==> config.mk <==
export PLATFORM = sky130hd
export DESIGN_NAME = shift_add_mult_4bit_flat
export DESIGN_NICKNAME = d
export VERILOG_FILES = /design/src/rtl/shift_add_mult_4bit_pkg.sv /design/src/rtl/shift_add_mult_4bit_if.sv /design/src/rtl/shift_add_mult_4bit_adder.sv /design/src/rtl/shift_add_mult_4bit.sv /design/src/flat_wrapper.sv
export SDC_FILE = /design/constraint.sdc
export NUM_CORES = 1
export LEC_CHECK = 0
export BUFFER_PORTS_ARGS = -buffer_cell sky130_fd_sc_hd__buf_2
export CORE_AREA = 8 8 67 69
export CTS_BUF_LIST = sky130_fd_sc_hd__clkbuf_2 sky130_fd_sc_hd__clkbuf_4 sky130_fd_sc_hd__clkbuf_8
export CTS_CLUSTER_SIZE = 25
export DETAILED_ROUTE_END_ITERATION = 10
export DIE_AREA = 0 0 75 77
export SYNTH_ARGS = -nofsm -noshare
export SYNTH_HDL_FRONTEND = slang
export SYNTH_SLANG_ARGS = --single-unit
==> constraint.sdc <==
create_clock -name clk -period 3.8 [get_ports clk]
set_input_delay 0.76 -clock clk [delete_from_list [all_inputs] [get_ports clk]]
set_output_delay 0.76 -clock clk [all_outputs]
set_load 0.02 [all_outputs]
==> src/rtl/shift_add_mult_4bit_pkg.sv <==
`default_nettype none
// ============================================================================
//  Module   : mult_pkg
//  Purpose  : Shared definitions for the 4x4 shift-and-add multiplier:
//             operand width, step count and controller state encoding.
//  Ports    : none (package)
//  Revision : 1.0  initial release
// ============================================================================
package mult_pkg;

  localparam int MULT_W     = 4;
  localparam int MULT_STEPS = 4;
  localparam int CNT_W      = 2;

  // 2'b11 is unused; the controller treats it as illegal and recovers to IDLE.
  typedef enum logic [1:0] {
    IDLE = 2'b00,
    RUN  = 2'b01,
    DONE = 2'b10
  } mult_state_e;

endpackage : mult_pkg
`default_nettype wire

==> src/rtl/shift_add_mult_4bit_if.sv <==
`default_nettype none
// ============================================================================
//  Module   : shift_add_mult_4bit_if
//  Purpose  : Start/busy/done handshake bundle for the 4x4 multiplier.
//  Signals  : start   - request a multiply (master -> slave)
//             a, b    - unsigned operands (master -> slave)
//             busy    - multiply in progress (slave -> master)
//             done    - one-cycle result-valid pulse (slave -> master)
//             product - registered 8-bit result (slave -> master)
//  Revision : 1.0  initial release
// ============================================================================
interface shift_add_mult_4bit_if;
  import mult_pkg::*;

  logic                  start;
  logic [MULT_W-1:0]     a;
  logic [MULT_W-1:0]     b;
  logic                  busy;
  logic                  done;
  logic [2*MULT_W-1:0]   product;

  modport master (
    output start, a, b,
    input  busy, done, product
  );

  modport slave (
    input  start, a, b,
    output busy, done, product
  );

endinterface : shift_add_mult_4bit_if
`default_nettype wire

==> src/rtl/shift_add_mult_4bit_adder.sv <==
`default_nettype none
// ============================================================================
//  Module   : full_adder_4bit
//  Purpose  : 4-bit ripple-carry adder used as the multiplier's add stage.
//  Ports    : a, b  in  4  addends
//             cin   in  1  carry in
//             sum   out 4  sum bits
//             cout  out 1  carry out
//  Revision : 1.0  initial release
// ============================================================================
module full_adder_4bit (
  input  wire logic [3:0] a,
  input  wire logic [3:0] b,
  input  wire logic       cin,
  output logic      [3:0] sum,
  output logic            cout
);

  logic [4:0] carry;

  assign carry[0] = cin;

  for (genvar i = 0; i < 4; i++) begin : g_bit
    assign sum[i]     = a[i] ^ b[i] ^ carry[i];
    assign carry[i+1] = (a[i] & b[i]) | (carry[i] & (a[i] ^ b[i]));
  end

  assign cout = carry[4];

endmodule : full_adder_4bit
`default_nettype wire

==> src/rtl/shift_add_mult_4bit.sv <==
`default_nettype none
// ============================================================================
//  Module   : shift_add_mult_4bit
//  Purpose  : Sequential 4x4 unsigned multiplier. Each RUN cycle adds the
//             multiplicand (gated by the multiplier LSB) to the high partial
//             product and shifts {carry,sum,q} right by one. 4 steps per
//             result; product is registered and held until the next result.
//  Ports    : clk    in  1  rising-edge clock
//             rst_n  in  1  asynchronous active-low reset
//             bus    slave modport of shift_add_mult_4bit_if
//                    (start, a, b in; busy, done, product out)
//  Revision : 1.0  initial release
// ============================================================================
module shift_add_mult_4bit
  import mult_pkg::*;
(
  input  wire logic              clk,
  input  wire logic              rst_n,
  shift_add_mult_4bit_if.slave   bus
);

  mult_state_e           state_q, state_d;
  logic [MULT_W-1:0]     m_q, m_d;
  logic [MULT_W-1:0]     q_q, q_d;
  logic [MULT_W-1:0]     acc_q, acc_d;
  logic [CNT_W-1:0]      cnt_q, cnt_d;
  logic [2*MULT_W-1:0]   product_q, product_d;

  logic [MULT_W-1:0]     add_b;
  logic [MULT_W-1:0]     add_sum;
  logic                  add_cout;
  logic [2*MULT_W:0]     shifted;

  // Add stage: acc + (q[0] ? m : 0), no carry in.
  assign add_b = q_q[0] ? m_q : '0;

  full_adder_4bit u_add (
    .a    (acc_q),
    .b    (add_b),
    .cin  (1'b0),
    .sum  (add_sum),
    .cout (add_cout)
  );

  // 9-bit right shift of {carry,sum,q}; the bit falling off the bottom
  // (q[0]) has already been consumed by this step.
  assign shifted = {add_cout, add_sum, q_q};

  always_comb begin
    state_d   = state_q;
    m_d       = m_q;
    q_d       = q_q;
    acc_d     = acc_q;
    cnt_d     = cnt_q;
    product_d = product_q;

    unique case (state_q)
      IDLE, DONE: begin
        if (bus.start) begin
          m_d     = bus.a;
          q_d     = bus.b;
          acc_d   = '0;
          cnt_d   = '0;
          state_d = RUN;
        end else begin
          state_d = IDLE;
        end
      end

      RUN: begin
        acc_d = shifted[2*MULT_W:MULT_W+1];
        q_d   = shifted[MULT_W:1];
        cnt_d = cnt_q + 2'd1;
        if (cnt_q == CNT_W'(MULT_STEPS - 1)) begin
          product_d = shifted[2*MULT_W:1];
          state_d   = DONE;
        end
      end

      default: begin
        state_d = IDLE;
      end
    endcase
  end

  always_ff @(posedge clk or negedge rst_n) begin
    if (!rst_n) begin
      state_q   <= IDLE;
      m_q       <= '0;
      q_q       <= '0;
      acc_q     <= '0;
      cnt_q     <= '0;
      product_q <= '0;
    end else begin
      state_q   <= state_d;
      m_q       <= m_d;
      q_q       <= q_d;
      acc_q     <= acc_d;
      cnt_q     <= cnt_d;
      product_q <= product_d;
    end
  end

  // Status decoded straight from registered state.
  assign bus.busy    = (state_q == RUN);
  assign bus.done    = (state_q == DONE);
  assign bus.product = product_q;

endmodule : shift_add_mult_4bit
`default_nettype wire

==> src/flat_wrapper.sv <==
// flat-port wrapper written by rule: the top's interface ports become plain ports
module shift_add_mult_4bit_flat import mult_pkg::*;
  (clk, rst_n, bus_start, bus_a, bus_b, bus_busy, bus_done, bus_product);
  shift_add_mult_4bit_if bus_i ();
  input  wire logic clk;
  input  wire logic rst_n;
  input wire logic [$bits(bus_i.start)-1:0] bus_start;
  input wire logic [$bits(bus_i.a)-1:0] bus_a;
  input wire logic [$bits(bus_i.b)-1:0] bus_b;
  output wire logic [$bits(bus_i.busy)-1:0] bus_busy;
  output wire logic [$bits(bus_i.done)-1:0] bus_done;
  output wire logic [$bits(bus_i.product)-1:0] bus_product;
  assign bus_i.start = bus_start;
  assign bus_i.a = bus_a;
  assign bus_i.b = bus_b;
  assign bus_busy = bus_i.busy;
  assign bus_done = bus_i.done;
  assign bus_product = bus_i.product;
  shift_add_mult_4bit u_core (.clk(clk), .rst_n(rst_n), .bus(bus_i));
endmodule
---- Word-level counts from Yosys, hierarchy flattened ----
Cells that the tools add are included.
storage, ports and cells
  register bits ........................... 24
  bits of input ports ..................... 11
  word-level logic and storage cells ...... 45
cells by class
  add/subtract/negate cells ............... 1
  equality and inequality tests ........... 5
  multiplexer cells ....................... 10
  bitwise gates (word level) .............. 17
  reductions and logical operators ........ 6
operators with widths
  cell                                                                      number
  4-bit case mux with 2 select lines                                        2
  4-bit two-way mux                                                         3
  2-bit case mux with 2 select lines                                        2
  1-bit AND                                                                 7
  1-bit XOR                                                                 7
  2-bit AND reduction                                                       3
  2-bit == test (second input constant)                                     2
  2-bit two-way mux                                                         2
  1-bit OR                                                                  3
  2-bit by 1-bit adder with 2-bit output (second input constant)            1
  2-bit by 1-bit == test with 1-bit output (second input constant)          1
  2-bit zero test                                                           1
  2-bit by 1-bit inequality test with 1-bit output (second input constant)  1
  2-bit inequality test (second input constant)                             1
  2-bit nonzero test                                                        1
  2-bit OR reduction                                                        1
  1-bit two-way mux                                                         1

---- Logic depth before layout (Yosys ltp) ----
  depth in word-level cells ............... 9
  gate-level depth with buffers ........... 8
  mapped depth without buffers ............ 8

---- By module ----
A second synthesis with hierarchy kept.
unflattened totals
  cell total of the unflattened synthesis .. 93
  area total of the unflattened synthesis .. 1,211.2 µm²
modules (own cells, without submodules)
  module               times used  cells each  area an instance (µm²)  seq. area each (µm²)
  shift_add_mult_4bit  1           79          1,093.5                 600.6
  full_adder_4bit      1           14          117.6                   0.0

---- Worst setup path before layout ----
Ideal clock, no wire load.
  kind .................................... register to register
  from .................................... reg u_core.q_q[0]
  to ...................................... reg u_core.acc_q[2]
  library setup time ...................... 121 ps
  arrival time ............................ 2,122 ps
  setup slack ............................. 1,557 ps
  stages on the path, launching flop included .. 9
  path buffers ............................ 0
  period minus slack after synthesis ...... 2,243 ps
  cells stage by stage .................... dfrtp_1 > and2_1 > ha_1 > inv_1 > fa_1 > fa_1 > fa_1 > mux2i_1 > a22o_1
on the way
  word-level cells in the longest chain between the ends .. 8
ends and longest elaborated chain
  item                                           line                             text
  start: declaration                             shift_add_mult_4bit.sv:24        logic [MULT_W-1:0] q_q, q_d;
  start signal: assignment                       shift_add_mult_4bit.sv:97        q_q <= q_d;
  4-bit two-way mux *                            shift_add_mult_4bit.sv:35        assign add_b = q_q[0] ? m_q : '0;
  1-bit AND / 1-bit XOR (equally long branches)  shift_add_mult_4bit_adder.sv:25  assign carry[i+1] = (a[i] & b[i]) | (carry[i] & (a[i] ^ b[i]));
  1-bit AND                                      shift_add_mult_4bit_adder.sv:25
  1-bit OR                                       shift_add_mult_4bit_adder.sv:25
  1-bit AND                                      shift_add_mult_4bit_adder.sv:25
  1-bit OR                                       shift_add_mult_4bit_adder.sv:25
  1-bit XOR *                                    shift_add_mult_4bit_adder.sv:24  assign sum[i] = a[i] ^ b[i] ^ carry[i];
  4-bit case mux with 2 select lines *           shift_add_mult_4bit.sv:57        unique case (state_q)
  end signal: assignment                         shift_add_mult_4bit.sv:91        acc_q <= '0;
  end signal: assignment                         shift_add_mult_4bit.sv:98        acc_q <= acc_d;
  end: declaration                               shift_add_mult_4bit.sv:25        logic [MULT_W-1:0] acc_q, acc_d;
Every way passes the cells marked *; elsewhere a longest branch is shown, timed or not.
A chain may end at the register's enable or synchronous reset.

---- Worst setup path after layout ----
Ends and elaborated chain as after synthesis.

==> reports/results.env <==
GRT_USAGE_PCT=7.841
SHARE_OF_THE_CORE_FILLED_WITH_CELLS_PCT=36.54
POSTLAYOUTSETUPSLACKWORST_NS=1.461
ARRIVAL_NS=2.55
VIAS_PER_CELL=4.575
POSTROUTEANTENNANETS=0
SYNTH_TOP_AREA_SHARE_PCT=53.33
FINCLKSKEW_NS=0.005448
CRITICAL-PATH-TOP-CELL-BY-COUNT='sky130_fd_sc_hd__fa_1'
MAX_FREQ_MHz=427.5
TIMING.HOLD.WORST.CLASS='primary input to async pin'
FINAL_CELL_MIX='24 x sky130_fd_sc_hd__dfrtp_1, 20 x sky130_fd_sc_hd__buf_2, 11 x sky130_fd_sc_hd__nand2_1'
PERIOD_MINUS_SLACK_NS=2.339
TOTAL_POWER_mW=1.165
CLK_PIN_SLEW_WORST_SETUP_HOLD_PATHS_NS=0.13
POST_CTS.REPAIR.SETUP_BUFFERS=0
IO_PINS=21
FINALHOLDVIOLCOUNT=0
CLK_LATENCY_NS=0.31
FINAL_COMMON_CELL='sky130_fd_sc_hd__dfrtp_1'
SWSHARE_PCT=38.69
FLOORPLAN.INITIALDENSITY_PCT=32.21
VIAS_IN_THE_FIRST_GLOBAL_ROUTE=753
CLOCK_SINKS=24
ROUTEDWLPERCELL_UM=13.17
CRIT_PATH_MAX_FANOUT=5
POWER.SWITCHING_uW=450.9
WORSTPATHBUFFERINVERTERCOUNT=1
CRITICAL_PATH.CELL_CHAIN='and2_1, ha_1, inv_1, fa_1, fa_1, fa_1, mux2i_1, a22o_1'
DIE_HEIGHT_UM=77
SYNTHDISTINCTLIBCELLS=22
UNREPAIRED_SETUP_ENDPOINTS_AFTER_GLOBAL_ROUTING='false'
SYNTH_TOP_CELLS_BY_AREA='sky130_fd_sc_hd__dfrtp_1 53%, sky130_fd_sc_hd__mux2_2 6.0%, sky130_fd_sc_hd__fa_1 5.3%'
HPWLAFTERDP_UM=1587
ROWS=22
CTSRESIZECOUNT=0
PLACEMENT_STAGE_CELL_AREA_SQ_UM=1225
FINALNETCOUNT=129
SYNTH.FF_LATCH_COUNT=24
ANTENNA_CELLS=0
SYNTH.YOSYS.WARNINGS=0
SHARE_COMB_OF_TOTAL_POWER_PCT=44.9
REPORT.FINAL.SETUP_VIOL=0
POWER.IR.VDD_WORST_mV=0.2130
PORTBUFFERS=20
WORST_PATH_LARGEST_CELL_DELAY_NS=0.50
POST-ROUTE-PERIOD-UTIL_PCT=61.55
AREA_DELTA_SYNTH_FINAL_PCT=13.44
SETUP_TNS_NS=0
DIE-WIDTH_UM=75
GRT_START_MAX_NET_PINS=25
GRT-OVFL-TOTAL=0
DRT_PRE_ANTENNA_ITERS=4
CTS-ROOT-TO-SINK-BUFFERS=2
SETUP.WORST_PATH.START_CLASS='flip-flop'
OUTCOME='complete, no violations'
SLEW_HEADROOM_PCT=63.76
COREAREA_SQ_UM=3496
INTERNAL-POWER_uW=714.4
NON_FILLER_INSTANCES=160
WHS_NS=0.4071
DIE_AREA_SQ_UM=5775
P_LEAK_nW=0.6086
CTS_HOLD_BUFFERS=0
POST_ROUTE_CELLS_DRIVE_ABOVE_1_SHARE_PCT=33.04
SEQ_POWER_SHARE_PCT=39.4
GRT_PASS1_WL_UM=3532
ACTUAL_SLEW_AT_THE_WORST_MAX_SLEW_PIN_NS=0.5436
POWER_DENSITY_nW_PER_UM2=912.2
GRT_ANTENNA_BEFORE_REPAIR=0
SYNTH_TOP_CELL_BY_AREA='sky130_fd_sc_hd__dfrtp_1'
CLKPWRFRAC_PCT=15.7
CP_SLOWEST_CELL='sky130_fd_sc_hd__fa_1'
PRECTSSETUPSLACK_NS=1.478
DETAIL_ROUTE.ITER0.VIOLATIONS=48
CRITICAL_PATH_REQUIRED_NS=4.01
TOP_FAMILY_BY_DELAY_ON_CRITICAL_PATH='adder cells'
POSTSYNTHNETCOUNT=110
PLACE_INST=156
SYNTHESIZED_NETLIST_CELL_COUNT=94
CRITICAL_PATH_CLASS='flip-flop to flip-flop'
CTS_BUFFERS=3
MAXCAPVIOLATIONS=0
MAPPED_CELL_AREA_SQ_UM=1126
CLOCK-ROOT-BUFFER='sky130_fd_sc_hd__clkbuf_4'
DRT_DRC_VIOLATIONS_LEFT=0
GLOBALPLACE.CONGESTION=0.7107
ROUTED_VIA_COUNT=732
SETUP.WORST_PATH.END_CLASS='flip-flop'
DESIGN_AREA_SQ_UM=1277
AVGSYNTHCELLAREA_SQ_UM=11.98
HTREE_NUM_LEVELS=1
CLOCK_TREE_FROM_TRITONCTS='yes'
ROUTE.FINAL.WIRE_LENGTH_UM=2107
MAX_SLEW_VIO_COUNT=0
SEQ_AREA_FRAC_SYNTH_PCT=53.33
==> worst register-to-register path: stages (launching register included) <==
cell,delay (ns)
sky130_fd_sc_hd__dfrtp_1,0.41
sky130_fd_sc_hd__and2_1,0.14
sky130_fd_sc_hd__ha_1,0.13
sky130_fd_sc_hd__inv_1,0.04
sky130_fd_sc_hd__fa_1,0.37
sky130_fd_sc_hd__fa_1,0.39
sky130_fd_sc_hd__fa_1,0.50
sky130_fd_sc_hd__mux2i_1,0.07
sky130_fd_sc_hd__a22o_1,0.19
==> sequential cells by signal (all words and copies together), names as in the netlist <==
register	cells
u_core.q_q	4
u_core.m_q	4
u_core.bus.product	8
u_core.acc_q	4
u_core.cnt_q	2
u_core.state_q	2
==> area by class of cell <==
class,instances,area [sq um]
Multi-Input combinational cell,54,426.7
Timing Repair Buffer,20,100.1
Sequential cell,24,600.6
Clock inverter,1,30.03
Fill cell,364,2218
Tap cell,48,60.06
Inverter,10,37.54
Clock buffer,3,22.52
==> layer usage <==
metal / global-route usage [%] / up-vias / part of all wire [%]
li1: - / 349 / -
met3: 2.211 / 6 / 5.5
met1: 9.443 / 362 / 44
met4: 4.510 / 0 / 2.5
met5: 0 / - / 0
met2: 11.94 / 15 / 48
==> Yosys cell counts <==
library cell and instances:
sky130_fd_sc_hd__a22o_1 4, sky130_fd_sc_hd__o22ai_1 4, sky130_fd_sc_hd__nand2b_1 1, sky130_fd_sc_hd__fa_1 3, sky130_fd_sc_hd__mux2_2 6, sky130_fd_sc_hd__nor2_1 1
sky130_fd_sc_hd__o21ai_0 9, sky130_fd_sc_hd__buf_6 5, sky130_fd_sc_hd__buf_2 1, sky130_fd_sc_hd__and2_4 1, sky130_fd_sc_hd__o2bb2ai_1 2, sky130_fd_sc_hd__and2_1 1
sky130_fd_sc_hd__nand2_1 11, sky130_fd_sc_hd__ha_1 2, sky130_fd_sc_hd__nand2b_4 1, sky130_fd_sc_hd__xnor2_1 1, sky130_fd_sc_hd__nand3b_2 1, sky130_fd_sc_hd__a21oi_2 4
sky130_fd_sc_hd__dfrtp_1 24, sky130_fd_sc_hd__inv_1 10, sky130_fd_sc_hd__nor2b_1 1, sky130_fd_sc_hd__mux2i_1 1
==> cell families after synthesis <==
| kind of cell | count (synthesis) | share of synthesized area [%] |
|---|---|---|
| mux | 7 | 6.888 |
| buf+inv | 16 | 8.777 |
| simple gates | 18 | 8.667 |
| fa+ha+maj | 5 | 7.555 |
| flops | 24 | 53.33 |
| compound gates | 23 | 14.00 |
| xor+xnor | 1 | 0.7779 |
==> final timing paths <==
path	from	slack, ns	cells after the start	endpoint
hold reg to reg	u_core.bus.product[4]	0.49	2	u_core.bus.product[4]
hold / removal	rst_n	0.41	1	u_core.state_q[1]
max in group asynchronous	rst_n	3.03	1	u_core.m_q[0]
setup / recovery	u_core.q_q[0]	1.46	8	u_core.acc_q[2]
setup reg to reg	u_core.q_q[0]	1.46	8	u_core.acc_q[2]
min in group clk	u_core.bus.product[4]	0.49	2	u_core.bus.product[4]
==> power groups by stage <==
stage          combinational, mW  sequential [mW]  clock (mW)
2_1_floorplan              0.410            0.482           0
3_3_place_gp               0.514            0.458           0
3_5_place_dp               0.531            0.467           0
4_1_cts                    0.534            0.460       0.189
5_1_grt                    0.589            0.476       0.200
6_report                   0.523            0.459       0.183
(Power assumes the default switching activity.)
